### src/rtl/perceptron_seq_ctrl_pkg.sv
// Shared types and the fixed MAC schedule for the 2-2-3-1 perceptron sequencer.
// Each step entry gives the operand A source, the weight index, the destination and clear-vs-accumulate.
package perceptron_pkg;

  localparam int NUM_W = 13;

  typedef logic [3:0] step_t;

  localparam step_t LAST_STEP = 4'd12;

  typedef enum logic [1:0] {IDLE, RUN, DONE} state_t;

  typedef enum logic [2:0] {
    OPA_X1, OPA_X2, OPA_V11, OPA_V12, OPA_V21, OPA_V22, OPA_V23
  } opa_t;

  typedef enum logic [2:0] {
    DST_V11, DST_V12, DST_V21, DST_V22, DST_V23, DST_Y
  } dst_t;

  typedef struct packed {
    opa_t  opa;
    step_t widx;
    dst_t  dst;
    logic  clr;
  } step_info_t;

  function automatic step_info_t step_info(input step_t s);
    step_info_t r;
    r = '{OPA_X1, 4'd0, DST_V11, 1'b1};
    case (s)
      4'd0:    r = '{OPA_X1,  4'd0,  DST_V11, 1'b1};
      4'd1:    r = '{OPA_X2,  4'd2,  DST_V11, 1'b0};
      4'd2:    r = '{OPA_X1,  4'd1,  DST_V12, 1'b1};
      4'd3:    r = '{OPA_X2,  4'd3,  DST_V12, 1'b0};
      4'd4:    r = '{OPA_V11, 4'd4,  DST_V21, 1'b1};
      4'd5:    r = '{OPA_V12, 4'd5,  DST_V21, 1'b0};
      4'd6:    r = '{OPA_V11, 4'd6,  DST_V22, 1'b1};
      4'd7:    r = '{OPA_V12, 4'd7,  DST_V22, 1'b0};
      4'd8:    r = '{OPA_V11, 4'd8,  DST_V23, 1'b1};
      4'd9:    r = '{OPA_V12, 4'd9,  DST_V23, 1'b0};
      4'd10:   r = '{OPA_V21, 4'd10, DST_Y,   1'b1};
      4'd11:   r = '{OPA_V22, 4'd11, DST_Y,   1'b0};
      4'd12:   r = '{OPA_V23, 4'd12, DST_Y,   1'b0};
      default: r = '{OPA_X1,  4'd0,  DST_V11, 1'b1};
    endcase
    return r;
  endfunction

endpackage

### src/rtl/perceptron_seq_ctrl_if.sv
// Config, input and output handshake bundle for the perceptron sequencer.
interface perceptron_seq_ctrl_if #(
  parameter int DW = 8,
  parameter int AW = 16
);
  logic                 cfg_we;
  logic [3:0]           cfg_addr;
  logic signed [DW-1:0] cfg_wdata;
  logic                 cfg_err;
  logic                 in_valid;
  logic                 in_ready;
  logic signed [DW-1:0] in_x1;
  logic signed [DW-1:0] in_x2;
  logic                 out_valid;
  logic                 out_ready;
  logic signed [AW-1:0] out_y;
  logic                 out_p;

  modport master (
    output cfg_we, cfg_addr, cfg_wdata, in_valid, in_x1, in_x2, out_ready,
    input  cfg_err, in_ready, out_valid, out_y, out_p
  );

  modport slave (
    input  cfg_we, cfg_addr, cfg_wdata, in_valid, in_x1, in_x2, out_ready,
    output cfg_err, in_ready, out_valid, out_y, out_p
  );
endinterface

### src/rtl/perceptron_seq_ctrl_mac.sv
// Registered signed multiply-add: acc <= (clr ? 0 : acc) + a * w, wrapping modulo 2^AW.
module perceptron_mac #(
  parameter int DW = 8,
  parameter int AW = 16
) (
  input  logic                 clk,
  input  logic                 rst,
  input  logic                 i_en,
  input  logic                 i_clr,
  input  logic signed [AW-1:0] i_a,
  input  logic signed [DW-1:0] i_w,
  output logic signed [AW-1:0] o_acc
);

  logic signed [AW-1:0] w_w_ext;
  logic signed [AW-1:0] w_prod;
  logic signed [AW-1:0] r_acc;

  // Only the low AW bits of the product matter since everything wraps at AW.
  assign w_w_ext = {{(AW-DW){i_w[DW-1]}}, i_w};
  assign w_prod  = i_a * w_w_ext;

  always_ff @(posedge clk) begin
    if (rst) begin
      r_acc <= '0;
    end else if (i_en) begin
      r_acc <= i_clr ? w_prod : r_acc + w_prod;
    end
  end

  assign o_acc = r_acc;

endmodule

### src/rtl/perceptron_seq_ctrl.sv
// Time-multiplexed 2-2-3-1 perceptron evaluator on one shared MAC, thirteen steps per input pair.
//   state | meaning
//   IDLE  | ready for an input pair; weight writes allowed
//   RUN   | stepping the MAC schedule 0..12
//   DONE  | result presented, waiting for out_ready
module perceptron_seq_ctrl
  import perceptron_pkg::*;
#(
  parameter int DW = 8,
  parameter int AW = 16
) (
  input  logic               clk,
  input  logic               rst,
  perceptron_seq_ctrl_if.slave bus
);

  state_t               r_state;
  step_t                r_step;
  logic                 r_in_ready;
  logic                 r_out_valid;
  logic                 r_cfg_err;
  logic signed [DW-1:0] r_x1;
  logic signed [DW-1:0] r_x2;
  logic signed [DW-1:0] r_w [NUM_W];
  logic signed [AW-1:0] r_v11, r_v12, r_v21, r_v22, r_v23;

  step_info_t           w_cur;
  step_info_t           w_prev;
  logic signed [AW-1:0] w_opa;
  logic signed [DW-1:0] w_wsel;
  logic signed [AW-1:0] w_acc;
  logic                 w_run;
  logic                 w_cfg_ok;

  assign w_cur    = step_info(r_step);
  assign w_prev   = step_info(r_step - 4'd1);
  assign w_run    = (r_state == RUN);
  assign w_cfg_ok = (r_state == IDLE) && (bus.cfg_addr <= LAST_STEP);
  assign w_wsel   = r_w[w_cur.widx];

  always_comb begin
    w_opa = '0;
    case (w_cur.opa)
      OPA_X1:  w_opa = {{(AW-DW){r_x1[DW-1]}}, r_x1};
      OPA_X2:  w_opa = {{(AW-DW){r_x2[DW-1]}}, r_x2};
      OPA_V11: w_opa = r_v11;
      OPA_V12: w_opa = r_v12;
      OPA_V21: w_opa = r_v21;
      OPA_V22: w_opa = r_v22;
      OPA_V23: w_opa = r_v23;
      default: w_opa = '0;
    endcase
  end

  perceptron_mac #(.DW(DW), .AW(AW)) u_mac (
    .clk   (clk),
    .rst   (rst),
    .i_en  (w_run),
    .i_clr (w_cur.clr),
    .i_a   (w_opa),
    .i_w   (w_wsel),
    .o_acc (w_acc)
  );

  always_ff @(posedge clk) begin
    if (rst) begin
      r_state     <= IDLE;
      r_step      <= '0;
      r_in_ready  <= 1'b1;
      r_out_valid <= 1'b0;
      r_x1        <= '0;
      r_x2        <= '0;
    end else begin
      case (r_state)
        IDLE: begin
          if (bus.in_valid) begin
            r_state    <= RUN;
            r_step     <= '0;
            r_x1       <= bus.in_x1;
            r_x2       <= bus.in_x2;
            r_in_ready <= 1'b0;
          end
        end
        RUN: begin
          if (r_step == LAST_STEP) begin
            r_state     <= DONE;
            r_out_valid <= 1'b1;
          end else begin
            r_step <= r_step + 4'd1;
          end
        end
        DONE: begin
          if (bus.out_ready) begin
            r_state     <= IDLE;
            r_out_valid <= 1'b0;
            r_in_ready  <= 1'b1;
          end
        end
        default: r_state <= IDLE;
      endcase
    end
  end

  // A clearing step means the accumulator still holds the previous step's finished intermediate.
  always_ff @(posedge clk) begin
    if (rst) begin
      r_v11 <= '0;
      r_v12 <= '0;
      r_v21 <= '0;
      r_v22 <= '0;
      r_v23 <= '0;
    end else if (w_run && w_cur.clr && (r_step != 4'd0)) begin
      case (w_prev.dst)
        DST_V11: r_v11 <= w_acc;
        DST_V12: r_v12 <= w_acc;
        DST_V21: r_v21 <= w_acc;
        DST_V22: r_v22 <= w_acc;
        DST_V23: r_v23 <= w_acc;
        default: ;
      endcase
    end
  end

  always_ff @(posedge clk) begin
    if (rst) begin
      for (int i = 0; i < NUM_W; i++) r_w[i] <= '0;
      r_cfg_err <= 1'b0;
    end else begin
      if (bus.cfg_we && w_cfg_ok) r_w[bus.cfg_addr] <= bus.cfg_wdata;
      r_cfg_err <= bus.cfg_we && !w_cfg_ok;
    end
  end

  assign bus.in_ready  = r_in_ready;
  assign bus.out_valid = r_out_valid;
  assign bus.cfg_err   = r_cfg_err;
  assign bus.out_y     = w_acc;
  assign bus.out_p     = !w_acc[AW-1] && (w_acc != '0);

endmodule

### src/flat_wrapper.sv
// flat-port wrapper written by rule: the top's interface ports become plain ports
module perceptron_seq_ctrl_flat import perceptron_pkg::*;
#(
  parameter int DW = 8,
  parameter int AW = 16
)
  (clk, rst, bus_cfg_we, bus_cfg_addr, bus_cfg_wdata, bus_in_valid, bus_in_x1, bus_in_x2, bus_out_ready, bus_cfg_err, bus_in_ready, bus_out_valid, bus_out_y, bus_out_p);
  perceptron_seq_ctrl_if #(.DW(DW), .AW(AW)) bus_i ();
  input  logic clk;
  input  logic rst;
  input wire logic [$bits(bus_i.cfg_we)-1:0] bus_cfg_we;
  input wire logic [$bits(bus_i.cfg_addr)-1:0] bus_cfg_addr;
  input wire logic [$bits(bus_i.cfg_wdata)-1:0] bus_cfg_wdata;
  input wire logic [$bits(bus_i.in_valid)-1:0] bus_in_valid;
  input wire logic [$bits(bus_i.in_x1)-1:0] bus_in_x1;
  input wire logic [$bits(bus_i.in_x2)-1:0] bus_in_x2;
  input wire logic [$bits(bus_i.out_ready)-1:0] bus_out_ready;
  output wire logic [$bits(bus_i.cfg_err)-1:0] bus_cfg_err;
  output wire logic [$bits(bus_i.in_ready)-1:0] bus_in_ready;
  output wire logic [$bits(bus_i.out_valid)-1:0] bus_out_valid;
  output wire logic [$bits(bus_i.out_y)-1:0] bus_out_y;
  output wire logic [$bits(bus_i.out_p)-1:0] bus_out_p;
  assign bus_i.cfg_we = bus_cfg_we;
  assign bus_i.cfg_addr = bus_cfg_addr;
  assign bus_i.cfg_wdata = bus_cfg_wdata;
  assign bus_i.in_valid = bus_in_valid;
  assign bus_i.in_x1 = bus_in_x1;
  assign bus_i.in_x2 = bus_in_x2;
  assign bus_i.out_ready = bus_out_ready;
  assign bus_cfg_err = bus_i.cfg_err;
  assign bus_in_ready = bus_i.in_ready;
  assign bus_out_valid = bus_i.out_valid;
  assign bus_out_y = bus_i.out_y;
  assign bus_out_p = bus_i.out_p;
  perceptron_seq_ctrl #(.DW(DW), .AW(AW)) u_core (.clk(clk), .rst(rst), .bus(bus_i));
endmodule
### config.mk
export PLATFORM = sky130hd
export DESIGN_NAME = perceptron_seq_ctrl_flat
export DESIGN_NICKNAME = d
export VERILOG_FILES = /design/src/rtl/perceptron_seq_ctrl_pkg.sv /design/src/rtl/perceptron_seq_ctrl_if.sv /design/src/rtl/perceptron_seq_ctrl_mac.sv /design/src/rtl/perceptron_seq_ctrl.sv /design/src/flat_wrapper.sv
export SDC_FILE = /design/constraint.sdc
export NUM_CORES = 1
export LEC_CHECK = 0
export CORE_ASPECT_RATIO = 0.9
export CORE_MARGIN = 5
export CORE_UTILIZATION = 55
export CTS_CLUSTER_SIZE = 14
export DETAILED_ROUTE_END_ITERATION = 8
export HOLD_SLACK_MARGIN = 0.02
export MAX_ROUTING_LAYER = met4
export PLACE_DENSITY = 0.73
export SLEW_MARGIN = 20
export SYNTH_ARGS = -nofsm -noshare
export SYNTH_HDL_FRONTEND = slang
export SYNTH_SLANG_ARGS = --single-unit
### constraint.sdc
create_clock -name clk -period 9.6 [get_ports clk]
set_input_delay 1.92 -clock clk [delete_from_list [all_inputs] [get_ports clk]]
set_output_delay 1.92 -clock clk [all_outputs]
set_load 0.02 [all_outputs]
==> After elaboration in Yosys (flattened, before gate mapping) <==
Memories as Yosys holds them, arrays and structs flattened. A register that Yosys moved wholly into a read port is not among the register bits.
Cells that the tools add are included.
W data, S select, Z words.
{ "classes": {"n_mul": 1, "muxes": 25, "add_sub_neg": 3, "n_lt_le_gt_ge": 1, "n_eq_ne": 17, "n_reduce_logical": 27} }
{ "ops": {"columns": ["cell", "n"], "rows": [
  ["$pmux W16 S7", 1],
  ["$mux W4", 5],
  ["$add A16 B16 Y16", 1],
  ["$mul A16 B8 Y16", 1],
  ["$mux W16", 1],
  ["$reduce_bool A16 Y1", 1],
  ["$eq A3 B2 Y1 const B", 4],
  ["$eq A3 B3 Y1 const B", 4],
  ["$reduce_and A2 Y1", 6],
  ["$reduce_and A3 Y1", 4],
  ["$mux W1", 10],
  ["$mux W8", 1],
  ["$ne A2 B2 Y1 const B", 4],
  ["$pmux W4 S2", 1],
  ["$reduce_or A8 Y1", 1],
  ["$eq A3 B1 Y1 const B", 2],
  ["$logic_and A1 B1 Y1", 6],
  ["$logic_not A3 Y1", 2],
  ["$mux W2", 3],
  ["$pmux W2 S3", 1],
  ["$reduce_bool A2 Y1", 3],
  ["$add A4 B1 Y4 const B", 1],
  ["$eq A4 B4 Y1 const B", 1],
  ["$le A4 B4 Y1 const B", 1],
  ["other kinds (7)", 9]
]} }
{ "totals": {"rom_bits": 352, "regBits": 121, "inputBits": 33, "n_memories": 3, "mem_bits_rw": 104} }
{ "memory_table": {"columns": ["name", "depth", "word_bits", "read_ports", "rd_clocked_by_memory_dff", "wr", "line", "text"], "rows": [
  ["(no name shown)", 16, 11, 1, 0, 0, "perceptron_seq_ctrl_pkg.sv:31", "case (s)"],
  ["(no name shown)", 16, 11, 1, 1, 0, "perceptron_seq_ctrl_pkg.sv:31", null],
  ["u_core.r_w", 13, 8, 1, 0, 13, "perceptron_seq_ctrl.sv:24", "logic signed [DW-1:0] r_w [NUM_W];"]
]} }

==> Depth between registers and ports, before layout <==
{ "logic_depth": {"ltp_word": 8, "ltp_mapped": 33} }

==> Cells and area by module <==
A second synthesis with hierarchy kept.
{ "unflattened": {"cells_unflattened": 1418, "hier_area_um2": 15417.3} }
{ "modules_own_cells": {"columns": ["module", "seq_area_each_um2", "instances", "area_per_inst_um2", "cells_per_inst"], "rows": [
  ["perceptron_seq_ctrl", 6105.9, 1, 10996.8, 900],
  ["perceptron_mac", 320.3, 1, 4420.5, 518]
]} }

==> Worst setup path after synthesis <==
No wires, ideal clock.
{ "synth_timing": {"kind": "register to register", "from": "register u_core.w_cur[8] (netlist name)", "to": "register u_core.u_mac.r_acc[15] (netlist: u_core.u_mac.o_acc[15])", "arrival_time_ns": 7.246, "slack_ns": 2.227, "synth_period_minus_slack_ns": 7.373, "t_required_ns": 9.473, "setup_ns": 0.127, "path_buffers": 4, "path_stages_with_launch": 30, "path_cell_list": "dfxtp_1 -> buf_2 -> buf_2 -> buf_1 -> buf_1 -> mux4_2 -> mux2i_1 -> nor2_1 -> fa_1 -> fa_1 -> inv_1 -> fa_1 -> fa_1 -> inv_1 -> ha_1 -> a21o_1 -> a21oi_1 -> o21bai_1 -> a21oi_1 -> o21bai_1 -> a21oi_1 -> xnor2_1 -> ha_1 -> nand2_1 -> o21ai_0 -> a21oi_1 -> a21oi_1 -> nor3_1 -> mux2_1 -> or3_1"} }
{ "synth_via": {"elab_chain_cells": 5} }
{ "synth_rtl": {"columns": ["item", "line", "text"], "rows": [
  ["$eq A3 B3 Y1 (tied with other cells)", "perceptron_seq_ctrl.sv:43", "case (w_cur.opa)"],
  ["$pmux W16 S7 (*)", "perceptron_seq_ctrl.sv:43", null],
  ["$mul A16 B8 Y16 (*)", "perceptron_seq_ctrl_mac.sv:21", "assign w_prod = i_a * w_w_ext;"],
  ["$add A16 B16 Y16", "perceptron_seq_ctrl_mac.sv:27", "r_acc <= i_clr ? w_prod : r_acc + w_prod;"],
  ["$mux W16 (*)", "perceptron_seq_ctrl_mac.sv:27", null],
  ["to (signal assigned)", "perceptron_seq_ctrl_mac.sv:27", null],
  ["to (decl)", "perceptron_seq_ctrl_mac.sv:17", "logic signed [AW-1:0] r_acc;"]
]} }
Every way passes the cells marked *; elsewhere a longest branch is shown, timed or not.
A chain may end at the register's enable or synchronous reset.

==> Worst setup path after layout <==
{ "layout_timing": {"from": "register u_core.w_cur[4] (netlist name)", "to": "register u_core.u_mac.r_acc[15] (netlist: u_core.u_mac.o_acc[15])"} }
{ "layout_via": {"elab_chain_cells": 4} }
{ "layout_rtl": {"columns": ["item", "line"], "rows": [
  ["$mem_v2 Z13 W8 (*)", null],
  ["$mul A16 B8 Y16 (*)", "perceptron_seq_ctrl_mac.sv:21"],
  ["$add A16 B16 Y16", "perceptron_seq_ctrl_mac.sv:27"],
  ["$mux W16 (*)", "perceptron_seq_ctrl_mac.sv:27"]
]} }
Marked as above.

==> impl_metrics.tcl <==
set metrics [dict create \
    status "finished clean" \
    cts_resized 0 \
    grt_max_degree 79 \
    drc 0 \
    grt_util_all_layers_pct 23.0 \
    synthXorXnorAreaFrac_pct 2.66 \
    crit_path_end_kind "register" \
    dp_slack_ns 1.75 \
    design.core.area_mm2 0.0268 \
    drtIter0Drc 736 \
    syn_area_mm2 0.0149 \
    seq_area_mm2 0.00643 \
    cpPeakStageDelay_ns 0.61 \
    cts_setup_buffers 0 \
    overflow 0 \
    synth-compound-area-share_pct 8.00 \
    powerDensity_mw_per_mm2 176 \
    grt_pass1_wl_um 55200 \
    synth-seq-cells 257 \
    diodes 0 \
    dpl.hpwl_um 24400 \
    clock-sinks 257 \
    irDropWorstVdd_v 0.000154 \
    synth_fa_ha_area_share_pct 12.8 \
    io_pins 53 \
    netlist_top_cells_count "nor2_1 (214), dfxtp_1 (129), edfxtp_1 (128), and2_1 (113), mux2i_1 (106)" \
    clkLatencyLatePin_ns 0.55 \
    cts_hold_buf 0 \
    drv_cap 0 \
    rrSetupSlack_ns 1.73 \
    cpMaxStageDelayCell "mux4_2" \
    final_antenna_net_count 0 \
    grt_pass1_vias 10300 \
    worst_ep_required_time_ns 10.03 \
    synth.most_common_cell "nor2_1" \
    die_w_um 183 \
    fp-row-count 57 \
    synth_flop_cell "dfxtp_1" \
    hold_viol 0 \
    netlist_top_cells_area "edfxtp_1 (26%), dfxtp_1 (17%), fa_1 (8.3%)" \
    first_pass_iters 5 \
    routed_wl_um 34300 \
    clock_skew_ns 0.0139 \
    period_share_pct 82.0 \
    drive_gt1_share_pct 9.47 \
    synth-simple-area-share_pct 15.3 \
    maxSlewHeadroom_pct 25.7 \
    yosys.area.top_type "edfxtp_1" \
    cts.path.max_buffers 3 \
    synthArstFlopShare_pct 0 \
    area_growth_pct 12.2 \
    syn_area_per_cell_um2 10.5 \
    ys_seq_area_share_pct 43.2 \
    startpoint_type "register" \
    numCtsBuffers 27 \
    post_drt_wl_per_cell_um 18.6 \
    tritoncts "built" \
    final-setup-viol-count 0 \
    worstMarginPinSlew_ns 1.11 \
    setup_tns_ns 0 \
    synthMuxAreaShare_pct 13.2 \
    ys_warn_count 0 \
    fill_cells 2201 \
    multi_input_area_mm2 0.00783 \
    port_buffers 52 \
    yosys.area.top_type_share_pct 25.8 \
    antenna_found_initial 0 \
    cp_common_cell "a21oi_1" \
    min_period_ns 7.87 \
    clk_pin_slew_ns 0.06 \
    gp_congestion 0.874 \
    critPathKind "register to register" \
    clock.fmax_mhz 127 \
    synth-edff-count 128 \
    crit_arrival_ns 8.30 \
    rsz0062_at_grt "false" \
    vias_per_cell 5.67 \
    synth_cell_types 63 \
    cts_root_buf "clkbuf_16" \
    die_y_um 166 \
    maxSlewViolCount 0 \
    die-area_mm2 0.0305 \
    vias 10500 \
    synth_top_family_by_area "simple AND/OR/NAND/NOR gates" \
    setup_slack_ns 1.73 \
    hp-class "register to register" \
    worstPathMaxFanout 32 \
    leakagePower_uw 0.00690 \
    finalNetCount 1619 \
    synthCells 1415 \
    initial_utilization_pct 55.5 \
    htree_levels 1 \
]
-- flip-flops by register name, indices dropped and copies added, names as in the netlist --
signal,cells
u_core.r_v23,16
u_core.r_w,128
u_core.r_step,4
u_core.r_state,2
u_core.r_x2,8
u_core.r_v12,16
u_core.r_x1,8
u_core.bus.out_valid,1
u_core.bus.cfg_err,1
u_core.r_v21,16
u_core.bus.in_ready,1
u_core.w_cur,8
u_core.r_v11,16
u_core.r_v22,16
u_core.u_mac.o_acc,16
-- metrics by stage --
step	hold slack [ns]	cells	cell area [um^2]	power, uW	util (%)
detailed placement	0.448	1796	15800	1930	59.0
global route	0.469	1843	16700	3090	62.3
CTS	0.457	1843	16700	2960	62.3
floorplan	0.433	1438	15000	1740	-
finish	0.455	1843	16700	2940	62.3
global placement	0.443	1796	15800	1920	59.0
-- cells in the final DEF (no fill, tap or decap), drive strengths merged, types with 3 or more instances in the layout --
cell	synthesis	final
inv	106	108
a221oi	10	10
nor2	215	215
nor2b	14	14
and2	113	113
edfxtp	128	128
dfxtp	129	129
mux2i	106	106
a211oi	6	6
xor2	11	11
fa	62	62
or2	13	13
a21o	9	9
o211ai	7	7
nand2	79	79
conb	1	24
o21ai	47	47
a21oi	66	66
nand3	7	7
a22o	9	9
a31oi	3	3
o21bai	9	9
mux2	10	10
and3	3	3
nor4	6	6
clkdlybuf4s50	0	51
nor3	16	16
nand2b	9	9
xnor2	29	29
mux4	35	35
a32oi	4	4
clkbuf	55	37
buf	21	29
ha	53	53
clkinv	0	4
-- critical path: cells and delay by family, from the launching register on --
family                   cells  cell delay, ns
buffers and inverters        5            0.71
multiplexers                 3            1.20
XOR/XNOR                     1            0.12
flip-flops                   1            0.31
AND/OR/NAND/NOR              4            0.66
AO/OA/AOI/OAI                9            2.06
adder cells (fa/ha/maj)      6            2.69
-- per-layer routing --
layer / global-route usage (%) / up-vias / routed length (um)
met5: - / - / 0
met1: 33.1 / 5116 / 15300
li1: - / 4926 / -
met3: 3.35 / 50 / 2250
met2: 35.0 / 360 / 16000
met4: 5.05 / 0 / 707
-- power breakdown --
part	total, uW	internal [uW]	switching (uW)
clock network	1030	602	425
logic	669	287	382
registers	1240	1200	47.7
-- final timing paths --
check                            to            start  depth (start not counted)
max reg2reg  u_core.u_mac.o_acc[15]  u_core.w_cur[4]                         28
min                  u_core.r_x1[1]   u_core.r_x1[1]                          2
max          u_core.u_mac.o_acc[15]  u_core.w_cur[4]                         28
min reg2reg          u_core.r_x1[1]   u_core.r_x1[1]                          2
-- layout make-up --
class	count	area share, %
inverter	106	2.38
clock buffer	37	4.51
clock inverter	10	0.704
timing repair buffer	80	4.36
tap	354	2.65
sequential	257	38.5
multi-input combinational	999	46.9
-- logic make-up (layout without fill, tap and decap cells) --
family	count (synthesis)	after routing
flip-flops	257	257
other	1	24
XOR/XNOR	41	41
adder cells (fa/ha/maj)	115	115
AO/OA/AOI/OAI	185	185
AND/OR/NAND/NOR	483	483
multiplexers	151	151
buffers and inverters	182	233
No activity file was read; power rests on OpenSTA's default activity.
